## src/rtl/ringbuffer_level.sv

```systemverilog
// Pointer and flag controller for the capture ring buffer. It sits between
// the LPC frame decoder (writer) and the host readout (reader), and it
// provides write and read addresses for an external dual-port RAM.
// The write and read pointers are one bit wider than the address. Their
// difference gives the fill level, and the extra bit tells full apart from
// empty without a separate counter.
module ringbuffer_level #(
  parameter int BITS         = 7,
  parameter int AFULL_THRESH = (2**BITS) - 8,
  parameter bit OVERWRITE    = 1'b0,
  parameter int DROP_BITS    = 16
) (
  input  logic                 clk,
  input  logic                 reset,
  input  logic                 write_done,
  input  logic                 read_done,
  input  logic                 clear_flags,
  output logic [BITS-1:0]      write_addr,
  output logic [BITS-1:0]      read_addr,
  output logic                 empty,
  output logic                 full,
  output logic                 almost_full,
  output logic [BITS:0]        level,
  output logic                 overflow,
  output logic                 underflow,
  output logic [DROP_BITS-1:0] drop_count
);

  localparam logic [BITS:0]      PTR_ONE  = {{BITS{1'b0}}, 1'b1};
  localparam logic [DROP_BITS-1:0] DROP_ONE = {{(DROP_BITS-1){1'b0}}, 1'b1};
  localparam logic [BITS:0]      AFULL_LV = (BITS+1)'(AFULL_THRESH);

  logic [BITS:0]          r_wp;
  logic [BITS:0]          r_rp;
  logic                   r_overflow;
  logic                   r_underflow;
  logic [DROP_BITS-1:0]   r_drop_count;

  logic [BITS:0]          w_level;
  logic                   w_empty;
  logic                   w_full;
  logic [BITS:0]          w_wp_next;
  logic [BITS:0]          w_rp_next;
  logic                   w_drop;
  logic                   w_underrun;
  logic                   w_ovf_base;
  logic                   w_unf_base;
  logic [DROP_BITS-1:0]   w_dc_base;
  logic                   w_ovf_next;
  logic                   w_unf_next;
  logic [DROP_BITS-1:0]   w_dc_next;

  // Fill level and status flags, decoded from the registered pointers.
  always_comb begin
    w_level = r_wp - r_rp;
    w_empty = (w_level == '0);
    w_full  = w_level[BITS];
  end

  // Pointer movement for this edge, based on the strobes and the current level.
  always_comb begin
    w_wp_next  = r_wp;
    w_rp_next  = r_rp;
    w_drop     = 1'b0;
    w_underrun = 1'b0;
    unique case ({write_done, read_done})
      2'b10: begin
        if (!w_full) begin
          w_wp_next = r_wp + PTR_ONE;
        end else begin
          w_drop = 1'b1;
          if (OVERWRITE) begin
            // Discard the oldest entry so the new one fits. The level stays at capacity.
            w_wp_next = r_wp + PTR_ONE;
            w_rp_next = r_rp + PTR_ONE;
          end
        end
      end
      2'b01: begin
        if (!w_empty) begin
          w_rp_next = r_rp + PTR_ONE;
        end else begin
          w_underrun = 1'b1;
        end
      end
      2'b11: begin
        // A simultaneous read on an empty buffer has nothing to consume.
        // The write still lands.
        w_wp_next = r_wp + PTR_ONE;
        if (w_empty) begin
          w_underrun = 1'b1;
        end else begin
          w_rp_next = r_rp + PTR_ONE;
        end
      end
      default: ;
    endcase
  end

  // Sticky flags and the drop counter. clear_flags takes effect first, so an
  // event in the same cycle is still recorded.
  always_comb begin
    w_ovf_base = clear_flags ? 1'b0 : r_overflow;
    w_unf_base = clear_flags ? 1'b0 : r_underflow;
    w_dc_base  = clear_flags ? '0   : r_drop_count;
    w_ovf_next = w_ovf_base | w_drop;
    w_unf_next = w_unf_base | w_underrun;
    w_dc_next  = w_dc_base;
    if (w_drop && !(&w_dc_base)) begin
      w_dc_next = w_dc_base + DROP_ONE;
    end
  end

  // State registers. A synchronous active-low reset takes priority over any strobe.
  always_ff @(posedge clk) begin
    if (!reset) begin
      r_wp         <= '0;
      r_rp         <= '0;
      r_overflow   <= 1'b0;
      r_underflow  <= 1'b0;
      r_drop_count <= '0;
    end else begin
      r_wp         <= w_wp_next;
      r_rp         <= w_rp_next;
      r_overflow   <= w_ovf_next;
      r_underflow  <= w_unf_next;
      r_drop_count <= w_dc_next;
    end
  end

  // Outputs, all taken directly from registers or decoded from them.
  always_comb begin
    write_addr  = r_wp[BITS-1:0];
    read_addr   = r_rp[BITS-1:0];
    level       = w_level;
    empty       = w_empty;
    full        = w_full;
    almost_full = (w_level >= AFULL_LV);
    overflow    = r_overflow;
    underflow   = r_underflow;
    drop_count  = r_drop_count;
  end

endmodule

```

## config.mk

```make
export PLATFORM = sky130hd
export DESIGN_NAME = ringbuffer_level
export DESIGN_NICKNAME = d
export VERILOG_FILES = /design/src/rtl/ringbuffer_level.sv
export SDC_FILE = /design/constraint.sdc
export NUM_CORES = 1
export LEC_CHECK = 0
export BUFFER_PORTS_ARGS = -buffer_cell sky130_fd_sc_hd__buf_2
export CAP_MARGIN = 30
export CORE_MARGIN = 2
export CORE_UTILIZATION = 35
export DETAILED_ROUTE_END_ITERATION = 7
export GPL_TIMING_DRIVEN = 1
export SYNTH_ARGS = -nofsm -noshare
export SYNTH_HDL_FRONTEND = slang
export SYNTH_SLANG_ARGS = --single-unit
export TNS_END_PERCENT = 1
```

## constraint.sdc

```tcl
create_clock -name clk -period 2.6 [get_ports clk]
set_clock_uncertainty 0.1 [all_clocks]
set_input_delay 0.52 -clock clk [delete_from_list [all_inputs] [get_ports clk]]
set_output_delay 0.52 -clock clk [all_outputs]
set_load 0.01 [all_outputs]
```

Word-level counts from Yosys, hierarchy flattened
Cells that the tools add are included.
{"block": "word_totals", "input_bits": 5, "reg_bits": 34}
{"block": "op_classes", "eq_ne": 4, "bitwise_logic": 3, "addsub": 4, "muxes": 10, "n_reduce_logical": 8, "n_lt_le_gt_ge": 1}
{"operator": "16-bit 2-to-1 mux", "n": 2}
{"operator": "16-bit by 1-bit adder with 16-bit output (second input constant)", "n": 1}
{"operator": "8-bit by 1-bit adder with 8-bit output (second input constant)", "n": 2}
{"operator": "8-bit one-hot mux with 2 select lines", "n": 1}
{"operator": "16-bit AND reduction", "n": 1}
{"operator": "8-bit by 7-bit >= comparator with 1-bit output (second input constant)", "n": 1}
{"operator": "8-bit zero test", "n": 1}
{"operator": "8-bit 2-to-1 mux", "n": 1}
{"operator": "8-bit subtractor", "n": 1}
{"operator": "1-bit 2-to-1 mux", "n": 6}
{"operator": "2-bit == test (second input constant)", "n": 2}
{"operator": "2-bit AND reduction", "n": 2}
{"operator": "2-bit by 1-bit == test with 1-bit output (second input constant)", "n": 1}
{"operator": "2-bit != test (second input constant)", "n": 1}
{"operator": "1-bit bitwise OR", "n": 2}
{"operator": "2-bit nonzero test", "n": 1}
{"operator": "2-bit OR reduction", "n": 1}
{"operator": "1-bit logical AND", "n": 1}
{"operator": "1-bit zero test", "n": 1}
{"operator": "1-bit NOT", "n": 1}

Longest topological paths before layout
Gate-level depths: netlist (run 1).
{"block": "logic_depth", "depth_word": 5, "ltp_mapped": 12, "depth_no_buf": 11}

Worst setup path after synthesis (run 1)
OpenSTA, ideal clock, no wires.
{"block": "synth_path", "path_kind": "reg2out", "from": "register r_wp[0]", "to": "output empty", "arrival_time_ns": 2.137, "path_stages_with_launch": 11, "slack_ns": -0.157, "cell_sequence": "dfxtp_1 > inv_1 > ha_1 > inv_1 > fa_1 > and3_1 > nor2_1 > xnor2_1 > nor4_1 > nor4b_4 > buf_4"}
{"block": "synth_via", "elab_chain_len": 2}
{"item": "start: declaration", "line_no": "33", "rtl": "logic [BITS:0] r_wp;"}
{"item": "start signal: assignment", "line_no": "123", "rtl": "r_wp <= w_wp_next;"}
{"item": "8-bit subtractor", "line_no": "55", "rtl": "w_level = r_wp - r_rp;"}
{"item": "named net level[4]", "line_no": "23", "rtl": "output logic [BITS:0] level,"}
{"item": "8-bit zero test", "line_no": "56", "rtl": "w_empty = (w_level == '0);"}
{"item": "end: declaration", "line_no": "20", "rtl": "output logic empty,"}
The timed path passes the listed nets, and every way through them passes these cells.

Worst setup path after layout (run 1)
{"block": "layout_path", "from": "register r_rp[1]", "to": "output empty"}
{"block": "layout_via", "elab_chain_len": 2}
{"item": "start: declaration", "line_no": "34", "rtl": "logic [BITS:0] r_rp;"}
{"item": "start signal: assignment", "line_no": "124", "rtl": "r_rp <= w_rp_next;"}
{"item": "8-bit subtractor", "line_no": "55"}
{"item": "8-bit zero test", "line_no": "56"}
Every way passes these cells.

==> results of run 1 <==
==> area by class of cell <==
type,count,share of cell area (%)
flip-flops and latches,34,22.56
repair buffers,95,21.05
multi-input cells,187,46.56
inverters,17,2.088
clock buffers,6,2.703
well taps,75,3.071
clock inverters,2,1.966
==> repair_timing <==
action	4_1_cts	5_1_grt
gates resized for setup	35	5
pin swaps	16	9
setup endpoints to repair	10	22
buffers inserted	7	3
==> worst reg2reg max path: cells and delay by family (launching register included) <==
kind            cells  cell delay [ns]
compound gates      4             0.66
xor+xnor            1             0.16
fa+ha+maj           1             0.20
buf+inv             6             0.59
flops               1             0.34
simple gates        2             0.65
==> power groups by stage <==
stage / logic, mW / clock network [mW] / registers [mW]
3_5_place_dp: 0.812 / 0 / 0.571
3_3_place_gp: 0.798 / 0 / 0.570
2_1_floorplan: 0.483 / 0 / 0.580
4_1_cts: 1.04 / 0.627 / 0.567
5_1_grt: 1.17 / 0.645 / 0.570
6_report: 1.08 / 0.614 / 0.568
==> registers in the layout (all words and copies together) (netlist names) <==
| signal | cells |
|---|---|
| drop_count | 16 |
| r_wp | 8 |
| overflow | 1 |
| underflow | 1 |
| r_rp | 8 |
==> routing by layer <==
layer / wire length [µm] / share of wire (%) / track usage (%) / vias up
li1: - / - / - / 1073
met1: 2613 / 45 / 22.39 / 1007
met2: 2863 / 49 / 30.16 / 58
met3: 301 / 5.1 / 3.736 / 8
met4: 89 / 1.5 / 4.167 / 0
met5: 0 / 0 / 0 / -
==> cells by family after synthesis <==
kind of cell / after synthesis
multiplexers: 7
XOR/XNOR: 17
AO/OA/AOI/OAI: 44
adder cells (fa/ha/maj): 11
AND/OR/NAND/NOR: 108
flip-flops: 34
buffers and inverters: 39
==> per-stage QoR <==
stage / hold slack (ns) / utilization, % / setup TNS (ns) / power, mW / instance area, µm²
floorplan: 0.3610 / - / 0 / 1.063 / 2206
global placement: 0.3792 / 45.45 / -0.08614 / 1.368 / 2675
detailed placement: 0.3833 / 45.45 / -0.3345 / 1.383 / 2675
CTS: 0.3988 / 51.15 / -1.237 / 2.232 / 3010
global route: 0.4203 / 51.91 / -3.616 / 2.385 / 3055
finish: 0.3996 / 51.91 / -1.890 / 2.266 / 3055
==> Yosys cell counts (3+ instances only) <==
master	n	share of area (%)
or3_1	6	1.8
and3_1	9	2.6
nor2b_1	6	1.8
ha_1	10	5.9
nand2_1	22	3.9
xnor2_1	7	2.9
or4_1	5	1.8
o31ai_1	4	1.4
xor2_1	9	3.7
dfxtp_1	34	32
o211ai_1	3	1.1
nand2b_1	4	1.2
clkbuf_1	4	0.71
mux2i_1	7	3.3
a21oi_1	16	3.8
nor2_1	19	3.4
nand4_1	14	4.1
nor4_1	3	0.88
nor3_1	6	1.4
inv_1	14	2.5
o21ai_0	9	2.1
nand3_1	9	2.1
buf_4	16	5.7
==> worst max-delay path by stage <==
stage | startpoint | depth (start not counted) | end | slack (ns)
6_report | r_rp[1] | 9 | empty | -0.28
5_1_grt | r_rp[1] | 9 | empty | -0.38
4_1_cts | r_wp[0] | 10 | empty | -0.32
3_5_place_dp | r_wp[0] | 10 | empty | -0.11
3_3_place_gp | r_wp[0] | 10 | empty | -0.06
2_1_floorplan | r_wp[0] | 8 | empty | 0.00003
==> metrics, run 1 <==
Crit path max-delay family compound AO/OA/AOI/OAI gates; Mapped Area 2126 µm²; number of flops mapped to enable cells by yosys 0; post-synthesis simple-gate area fraction 27.49%; area grow syn2layout 43.73%; Worst Path Required 1.98 ns; worst rel slew slack 62.76%; adder-cell share of the synthesized area 6.828%; Clock transition at path regs 0.08 ns; period utilisation layout 110.6%; unrepaired setup endpoints after global routing true; routability cong. 0.8626; LEAKAGE 1.351 nW; Slew Viols, Final 0; Worst Setup Start Kind register; Clock Power Share 27.1%; prevailing post-synth register cell dfxtp_1; register area share after synthesis 32.02%; Max FO, Critical Path 2; Post-DP HPWL 4238 µm; Fillers 568; CTS tree built; Synth warnings 0; internal power 1.548 mW; vias in the first global route 1,953; Logic pwr share 47.8%; total routed wirelength 5868 µm; Synth Area in XOR/XNOR 7.357%; cell mode on critical path inv_2; total iterations of the first detailed-routing run 4; Synth cell types 43; Max Cap Violations 0; ratio of cells with drive above 1 in the final layout 42.52%; Starting Density 36.12%; final hold vios 0; # IOs 48; Routed Antenna Nets 0; commonest non-fill, non-tap cells in the layout buf_2 (43), buf_4 (43), dfxtp_1 (27); first-pass GRT wire length 9121 µm; final setup fails 15; crit path cell chain inv_2, ha_4, nand2b_1, a21oi_2, o32a_1, xnor2_2, inv_2, nor4b_4, buf_2; CTS Buf Count 5; Reg power frac 25.1%; multi-input combinational cell area 1423 µm²; core area 5886 µm²; switching power 718.3 µW; IO Port Bufs 47; CP Class reg -> out; vias per cell 5.159; reg2reg path depth 14; Hold-fix buffers, CTS 0; clock root buffer clkbuf_8; kind of end point of the critical path primary output; hold crit path type reg -> reg; worst vdd ir 0.0004692 V; PwrDens 741.6 nW/µm²; sw frac 31.70%; H-tree depth 2; status finished, violations left; R2R setup slack -0.20 ns; Final Critical Period 2.876 ns; fraction of registers with async set/reset 0%; antenna violations before repair 0; syn avg cell area 8.176 µm²; worst path bufs/invs 3; Placed Instances 398; Die Y 81.94 µm; Setup WS post-layout -0.2756 ns; Worst Hold Depth 2; num rows 28; Congestion Overflow GR 0; clk_lat worst skew 0.29 ns; Achievable Freq 0.3478 GHz; largest net degree at the start of global routing 18; diode count 0; Finished Layout Cells 416; dpl ws -0.1129 ns; Slew @ Worst Pin 0.5552 ns; reg2reg end r_wp[6]; Worst Hold End drop_count[9]; chip width 81.94 µm; largest family of logic cells by synthesized area simple AND/OR/NAND/NOR gates; Sink Count 34; RR Startpoint r_rp[1]; final layout net count 356; cells after synthesis 260; mux share of post-synthesis cell area 3.296%; critical path data arrival time 2.26 ns; startpoint of the worst hold path drop_count[9]; failing checks negative setup slack; WL/cell 14.11 µm; CP max-delay cell o32a_1; crit-path max cell delay 0.38 ns; synthesized flop and latch total 34; Iteration-0 DRC Markers 119; Total GRT Usage 17.55%; vias 2,146; register area 689.4 µm²; die area 6713 µm²; post-synth net total 276; maximum root-to-sink buffer count 2; compound-cell area share of the yosys netlist 13.18%; drc violations 0
Note: power is estimated with default switching activity, not from simulation.
==> run 2, diff against run 1 <==
--- a/config.mk
+++ b/config.mk
@@ -7,8 +7,10 @@
 export LEC_CHECK = 0
 export BUFFER_PORTS_ARGS = -buffer_cell sky130_fd_sc_hd__buf_2
 export CAP_MARGIN = 30
+export CORE_ASPECT_RATIO = 0.9
 export CORE_MARGIN = 2
 export CORE_UTILIZATION = 35
+export CTS_CLUSTER_SIZE = 20
 export DETAILED_ROUTE_END_ITERATION = 7
 export GPL_TIMING_DRIVEN = 1
 export SYNTH_ARGS = -nofsm -noshare
==> metrics, run 2 (synthesis gave the netlist of run 1 again) <==
Clock transition at path regs 0.07 ns; vias in the first global route 1,992; num rows 26; H-tree depth 2; # IOs 48; cell mode on critical path inv_2; switching power 676.0 µW; Sink Count 34; commonest non-fill, non-tap cells in the layout buf_2 (43), buf_4 (35), dfxtp_1 (24); Congestion Overflow GR 0; routability cong. 0.7923; vias per cell 5.161; core area 5758 µm²; chip width 86.15 µm; Placed Instances 393; Starting Density 36.92%; clk_lat worst skew 0.28 ns; failing checks negative setup slack; area grow syn2layout 39.26%; Largest register FFs 16; kind of end point of the critical path primary output; status finished, violations left; Die Y 77.94 µm; final hold slack 0.3992 ns; PwrDens 662.7 nW/µm²; sw frac 34.46%; Iteration-0 DRC Markers 71; hold crit path type reg -> reg; crit path cell chain inv_2, ha_4, inv_2, fa_2, buf_6, xor2_2, nor4_2, nor4b_4, buf_2; Logic pwr share 51.3%; Setup WS post-layout -0.2383 ns; final setup fails 5; CTS Buf Count 5; Worst Setup Start Kind register; Achievable Freq 0.3523 GHz; vias 2,080; Final Critical Period 2.838 ns; worst path bufs/invs 4; diode count 0; CP max-delay cell fa_2; Slew @ Worst Pin 0.5343 ns; first-pass GRT wire length 9577 µm; drc violations 0; clock root buffer clkbuf_8; LEAKAGE 1.295 nW; internal power 1.286 mW; antenna violations before repair 0; Total GRT Usage 17.65%; most common library cell in the layout ignoring fill and taps buf_2; Slew Viols, Final 0; total iterations of the first detailed-routing run 4; setup_tns -0.6477 ns; Routed Antenna Nets 0; IO Port Bufs 47; critical path data arrival time 2.22 ns; final hold vios 0; period utilisation layout 109.2%; total routed wirelength 5773 µm; Max FO, Critical Path 2; largest net degree at the start of global routing 18; Clock Power Share 19.7%; crit-path max cell delay 0.34 ns; Reg power frac 28.9%; Crit path max-delay family simple AND/OR/NAND/NOR gates; ratio of cells with drive above 1 in the final layout 41.74%; Worst Path Required 1.98 ns; CP Class reg -> out; final layout net count 350; worst rel slew slack 64.16%; worst vdd ir 0.0003410 V; WL/cell 14.33 µm; CTS tree built; Finished Layout Cells 403; die area 6714 µm²; maximum root-to-sink buffer count 2; Post-DP HPWL 4405 µm; Max Cap Violations 0; unrepaired setup endpoints after global routing true
-- run 2: cell type report --
| class | count | area [µm²] |
|---|---|---|
| multi-input cells | 187 | 1418 |
| fillers | 538 | 2798 |
| flip-flops and latches | 34 | 695.7 |
| well taps | 70 | 87.58 |
| inverters | 17 | 66.31 |
| clock buffers | 6 | 82.58 |
| repair buffers | 89 | 610.6 |
-- run 2: path summary, 6_finish.rpt --
check	from	endpoint	slack [ns]	cells after the start
min	drop_count[9]	drop_count[9]	0.40	2
min reg2reg	drop_count[9]	drop_count[9]	0.40	2
max	r_wp[0]	empty	-0.24	9
max reg2reg	r_wp[0]	r_rp[7]	0.06	12
-- run 2: power groups by stage --
| stage | combinational, mW | sequential [mW] | clock [mW] |
|---|---|---|---|
| final | 1.01 | 0.567 | 0.387 |
| after detailed placement | 0.798 | 0.570 | 0 |
| after CTS | 0.930 | 0.565 | 0.401 |
| after global placement | 0.786 | 0.569 | 0 |
| after global routing | 1.08 | 0.571 | 0.427 |
| after floorplan | 0.483 | 0.580 | 0 |
-- run 2: per-layer routing --
| layer | vias to the layer above | part of all wire, % | GRT usage (%) |
|---|---|---|---|
| met2 | 42 | 46 | 28.45 |
| met1 | 977 | 50 | 24.39 |
| li1 | 1059 | - | - |
| met5 | - | 0 | 0 |
| met3 | 2 | 3.8 | 3.298 |
| met4 | 0 | 0.42 | 3.810 |
-- run 2: worst reg2reg max path, cell delays in order (launching register included) --
cell	delay (ns)
dfxtp_2	0.33
inv_2	0.07
ha_4	0.13
inv_2	0.03
fa_2	0.34
and3_4	0.18
o21ai_4	0.12
nand4b_1	0.17
o311ai_4	0.15
nor4b_4	0.09
buf_6	0.15
or4_1	0.49
a21oi_1	0.13
-- run 2: repair_timing --
action,CTS,global route
resized for setup,27,20
setup endpoints to repair,9,13
hold buffers,0,0
buffers inserted,2,2
pin swaps,10,7
-- run 2: metrics by stage --
stage               util, %  setup slack [ns]  total power, mW  instance area (µm²)
floorplan                 -        0.00003419            1.063                 2206
global placement      46.35          -0.05353            1.355                 2669
detailed placement    46.35           -0.1093            1.368                 2669
CTS                   49.91           -0.2901            1.896                 2874
global route          51.41           -0.3317            2.079                 2960
finish                51.41           -0.2383            1.962                 2960
